<file path="src/rtl/ram_b_arbiter.sv">
// Port-B controller for the shared data RAM: optional zero-fill sweep after reset (compile with
// `define RAM_CLEAR_EN), then round-robin valid/ready arbitration of two requesters.
module ram_b_arbiter #(
    parameter int  DATA_WIDTH         = 16,
    parameter int  RAM_REGISTER_COUNT = 1024,
    localparam int AW                 = $clog2(RAM_REGISTER_COUNT)
) (
    input  logic                  Clk,
    input  logic                  Reset,
    input  logic                  req0_valid,
    input  logic                  req0_we,
    input  logic [AW-1:0]         req0_addr,
    input  logic [DATA_WIDTH-1:0] req0_wdata,
    output logic                  req0_ready,
    output logic                  req0_rvalid,
    output logic [DATA_WIDTH-1:0] req0_rdata,
    input  logic                  req1_valid,
    input  logic                  req1_we,
    input  logic [AW-1:0]         req1_addr,
    input  logic [DATA_WIDTH-1:0] req1_wdata,
    output logic                  req1_ready,
    output logic                  req1_rvalid,
    output logic [DATA_WIDTH-1:0] req1_rdata,
    output logic [AW-1:0]         ram_address_b,
    output logic [DATA_WIDTH-1:0] ram_data_b,
    output logic                  ram_wren_b,
    input  logic [DATA_WIDTH-1:0] ram_q_b,
    output logic                  clear_busy
);

    logic          serve_s;
    logic          clearing_s;
    logic          busy_s;
    logic [AW-1:0] clr_addr_s;
    logic          grant0_s;
    logic          grant1_s;
    logic          prio_q;
    logic          prio_d;
    logic          rvalid0_q;
    logic          rvalid0_d;
    logic          rvalid1_q;
    logic          rvalid1_d;
    logic          rvalid0_s;
    logic          rvalid1_s;

`ifdef RAM_CLEAR_EN
    typedef enum logic [0:0] {
        ST_CLEAR = 1'b0,
        ST_SERVE = 1'b1
    } state_t;

    localparam logic [AW-1:0] LAST_ADDR = AW'(RAM_REGISTER_COUNT - 1);

    state_t        state_q;
    state_t        state_d;
    logic [AW-1:0] clr_cnt_q;
    logic [AW-1:0] clr_cnt_d;

    // State register and sweep counter; every reset restarts the sweep at address 0
    always_ff @(posedge Clk) begin
        if (Reset) begin
            state_q   <= ST_CLEAR;
            clr_cnt_q <= '0;
        end else begin
            state_q   <= state_d;
            clr_cnt_q <= clr_cnt_d;
        end
    end

    // Next state: leave CLEAR right after the write to the last address
    always_comb begin
        state_d   = state_q;
        clr_cnt_d = clr_cnt_q;
        case (state_q)
            ST_CLEAR: begin
                clr_cnt_d = clr_cnt_q + AW'(1);
                if (clr_cnt_q == LAST_ADDR) begin
                    state_d = ST_SERVE;
                end else begin
                    state_d = ST_CLEAR;
                end
            end
            ST_SERVE: state_d = ST_SERVE;
            default:  state_d = ST_CLEAR;
        endcase
    end

    assign serve_s    = (state_q == ST_SERVE) && !Reset;
    assign clearing_s = (state_q == ST_CLEAR) && !Reset;
    assign busy_s     = (state_q == ST_CLEAR) || Reset;
    assign clr_addr_s = clr_cnt_q;
`else
    assign serve_s    = !Reset;
    assign clearing_s = 1'b0;
    assign busy_s     = 1'b0;
    assign clr_addr_s = '0;
`endif

    // Round-robin grant: a tie goes to the requester selected by prio
    always_comb begin
        grant0_s = 1'b0;
        grant1_s = 1'b0;
        if (serve_s) begin
            if (req0_valid && req1_valid) begin
                grant0_s = !prio_q;
                grant1_s = prio_q;
            end else begin
                grant0_s = req0_valid;
                grant1_s = req1_valid;
            end
        end else begin
            grant0_s = 1'b0;
            grant1_s = 1'b0;
        end
    end

    // Priority flips to the other requester after each grant; read responses are queued one cycle
    always_comb begin
        prio_d = prio_q;
        if (grant0_s) begin
            prio_d = 1'b1;
        end else if (grant1_s) begin
            prio_d = 1'b0;
        end else begin
            prio_d = prio_q;
        end
        rvalid0_d = grant0_s && !req0_we;
        rvalid1_d = grant1_s && !req1_we;
    end

    // Priority and response-valid registers
    always_ff @(posedge Clk) begin
        if (Reset) begin
            prio_q    <= 1'b0;
            rvalid0_q <= 1'b0;
            rvalid1_q <= 1'b0;
        end else begin
            prio_q    <= prio_d;
            rvalid0_q <= rvalid0_d;
            rvalid1_q <= rvalid1_d;
        end
    end

    // A response registered just before Reset rises must not escape while Reset is high
    assign rvalid0_s = rvalid0_q && !Reset;
    assign rvalid1_s = rvalid1_q && !Reset;

    // Port-B drive, handshakes and read-data steering
    always_comb begin
        ram_wren_b    = 1'b0;
        ram_address_b = '0;
        ram_data_b    = '0;
        if (clearing_s) begin
            ram_wren_b    = 1'b1;
            ram_address_b = clr_addr_s;
        end else if (grant0_s) begin
            ram_wren_b    = req0_we;
            ram_address_b = req0_addr;
            ram_data_b    = req0_wdata;
        end else if (grant1_s) begin
            ram_wren_b    = req1_we;
            ram_address_b = req1_addr;
            ram_data_b    = req1_wdata;
        end else begin
            ram_wren_b    = 1'b0;
            ram_address_b = '0;
            ram_data_b    = '0;
        end
        req0_ready  = grant0_s;
        req1_ready  = grant1_s;
        req0_rvalid = rvalid0_s;
        req1_rvalid = rvalid1_s;
        req0_rdata  = rvalid0_s ? ram_q_b : '0;
        req1_rdata  = rvalid1_s ? ram_q_b : '0;
        clear_busy  = busy_s;
    end

endmodule
</file>
<file path="config.mk">
export PLATFORM = sky130hd
export DESIGN_NAME = ram_b_arbiter
export DESIGN_NICKNAME = d
export VERILOG_FILES = /design/src/rtl/ram_b_arbiter.sv
export SDC_FILE = /design/constraint.sdc
export NUM_CORES = 1
export LEC_CHECK = 0
export BUFFER_PORTS_ARGS = -buffer_cell sky130_fd_sc_hd__buf_2
export CORE_UTILIZATION = 29
export CTS_BUF_LIST = sky130_fd_sc_hd__clkbuf_16
export CTS_CLUSTER_DIAMETER = 60
export DETAILED_ROUTE_END_ITERATION = 10
export PLACE_DENSITY = 0.85
export SYNTH_ARGS = -nofsm -noshare
export SYNTH_HDL_FRONTEND = slang
export SYNTH_SLANG_ARGS = --single-unit
</file>
<file path="constraint.sdc">
create_clock -name Clk -period 2 [get_ports Clk]
set_clock_uncertainty 0.1 [all_clocks]
set_input_delay 0.1 -clock Clk [delete_from_list [all_inputs] [get_ports Clk]]
set_output_delay 0.1 -clock Clk [all_outputs]
set_load 0.01 [all_outputs]
</file>
==> summary.md <==
| Metric | Value |
|---|---|
| Crit Path Max Fanout | 17 |
| Worst vdd ir | 0.000524 V |
| DR WL met3 | 258 µm |
| Syn Inst Count | 118 |
| Met2 WL post-DR | 1620 µm |
| Wl on met1 | 1280 µm |
| DRT iter0 DRCs | 17 |
| CTS tree | done |
| DRT Pass-1 Iters | 4 |
| Vias | 1332 |
| CP startpoint kind | input port |
| Total Power | 640 µW |
| Die Height | 54.5 µm |
| Crit path buf inv count | 3 |
| Gr ovfl total | 0 |
| CTS root buf | clkbuf_16 |
| Req. time, crit path | 1.80 ns |
| Vias per cell | 4.76 |
| Critical path class | input port to output pin |
| Global-route wire length before repair | 3960 µm |
| Critical path, cell by cell | dlygate4sd3_1 -> buf_2 -> and2b_1 -> and2_1 -> buf_2 |
| Share of layout cells above drive strength 1 | 58.0% |
| Fin crit share | 85.2% |
| Worst setup EP type | output pin |
| FP Rows | 18 |
| Share of the yosys chip area belonging to registers | 7.50% |
| Post-route ant nets | 0 |
| Starting density of the core | 31.5% |
| Average wire per standard cell | 11.3 µm |
| Finished Layout Cells | 280 |
| RD Place Congestion | 0.704 |
| Delay-heaviest family, CP | buffers and inverters |
| # clock sinks | 3 |
| Die W | 54.5 µm |
| Slowest-stage cell, CP | dlygate4sd3_1 |
| Diode count | 0 |
| Core area | 0.00254 mm² |
| Pwr dens | 415 mW/mm² |
| Yosys reg bits | 3 |
| Cts bufs inserted | 3 |
| Largest net degree at the start of global routing | 32 |
| Layout Nets | 325 |
| Buffers on Ports | 136 |
| DP Cell Count | 273 |
| Hold crit path type | input port to flip-flop |
| Critical Path AT | 1.50 ns |
| Most frequent cells in the layout | 136 x buf_2, 32 x and2_1, 30 x nor2_1 |
| Clock latency on the worst-skew pair | 0.22 ns |
| Synth-to-Final Area Change | 92.5% |
| Count of final setup violators | 0 |
| Cell Area, Synth | 801 µm² |
| CTS max path bufs | 2 |
| Post-route DRC | 0 |
| Fillers | 258 |
| Most common cell after layout, fill and taps aside | buf_2 |
| Final hold violations | 0 |
| YS warnings | 0 |
| # IOs | 138 |
| Crit-path most repeated cell | buf_2 |
| Syn nets | 192 |
| Die area | 0.00298 mm² |
| DP HPWL | 2370 µm |
| Fmax | 587 MHz |
| CTS H-tree depth | 1 |
| # Max-Cap Violations | 0 |
| RSZ-0062 raised after global routing | false |
| CP peak stage delay | 0.53 ns |
| Leakage | 0.949 nW |
| Total Routing Usage GR | 18.0% |
| Avg Synthesized Cell Area | 6.79 µm² |
| Distinct cell type count after synthesis | 17 |
| Max-slew violation count | 0 |
| Vias in the first global route | 947 |
| Min cycle time layout | 1.70 ns |
| Initial antenna violation count | 0 |
| Worst-path clk slew | 0.03 ns |
| Max layer used | met3 |
| Post-Route WL | 3160 µm |
| Status | finished, final reports clean |
| Setup TNS | 0 ns |
==> stage by stage <==
step / hold slack (ns) / worst slack (ns) / instance area (µm²) / utilization, %
3_5_place_dp: 0.189 / 0.646 / 1430 / 56.3
4_1_cts: 0.0794 / 0.281 / 1540 / 60.6
3_3_place_gp: 0.186 / 0.657 / 1430 / 56.3
6_report: 0.0807 / 0.297 / 1540 / 60.6
2_1_floorplan: 0.0709 / 0.788 / 801 / -
5_1_grt: 0.0967 / 0.160 / 1540 / 60.6
==> sequential cells by signal (all words and copies together) (netlist names) <==
register / flops
prio_q: 1
rvalid0_q: 1
rvalid1_q: 1
==> power by group <==
| group | internal, mW | switching (mW) | total (mW) |
|---|---|---|---|
| sequential | 0.0635 | 0.00240 | 0.0659 |
| combinational | 0.129 | 0.132 | 0.261 |
| clock | 0.258 | 0.0550 | 0.313 |
==> path summary, 6_finish.rpt <==
check | start | end | slack (ns) | cells past startpoint
setup / recovery | Reset | req1_rdata[9] | 0.30 | 5
hold / removal | req0_valid | rvalid0_q$_SDFF_PP0_ | 0.08 | 3
setup reg to reg | prio_q$_SDFFE_PP0P_ | rvalid1_q$_SDFF_PP0_ | 0.80 | 4
hold reg to reg | prio_q$_SDFFE_PP0P_ | prio_q$_SDFFE_PP0P_ | 0.52 | 2
==> routing by layer <==
metal / track usage (%) / vias to the layer above
met2: 31.1 / 71
met4: 5.13 / 0
li1: - / 687
met3: 2.78 / 0
met5: 0 / -
met1: 22.6 / 574
==> cells by family (layout without fill, tap and decap cells) <==
group | Yosys count | in the layout | share of synthesized area (%)
simple gates | 70 | 70 | 45.0
compound gates | 29 | 29 | 32.5
buf+inv | 15 | 147 | 14.5
flops | 3 | 3 | 7.50
other cells | 1 | 1 | 0.468
==> worst reg2reg max path, delay by kind of cell (launching register included) <==
kind                   cells  cell delay [ns]
flip-flops                 1             0.39
buffers and inverters      1             0.27
AND/OR/NAND/NOR            3             0.37
==> cell usage after synthesis <==
master    instances  share of area (%)
a21boi_4          1                2.3
a32oi_1          27                 30
and2_1           32                 25
and2b_1           2                1.9
buf_2             3                1.9
buf_4             5                4.7
buf_6             2                2.8
buf_8             2                3.8
clkbuf_1          3                1.4
conb_1            1               0.47
dfxtp_1           3                7.5
nand2_1           3                1.4
nand2b_1          1               0.78
nor2_1           30                 14
nor3_1            1               0.62
nor3_2            1                1.3
o21ai_0           1               0.62
==> repair_timing <==
action | 4_1_cts | 5_1_grt
resized for setup | 0 | 0
hold buffers | 3 | 0
buffers inserted | 0 | 0
hold endpoints to repair | 3 | 0
==> area by class of cell <==
type,count,area (µm²),area share (%)
timing repair buffer,143,741,48.1
multi-input combinational,100,624,40.5
clock buffer,3,75.1,4.87
sequential,3,60.1,3.90
tap,30,37.5,2.44
clock inverter,1,3.75,0.244
Note: power is estimated with default switching activity, not from simulation.
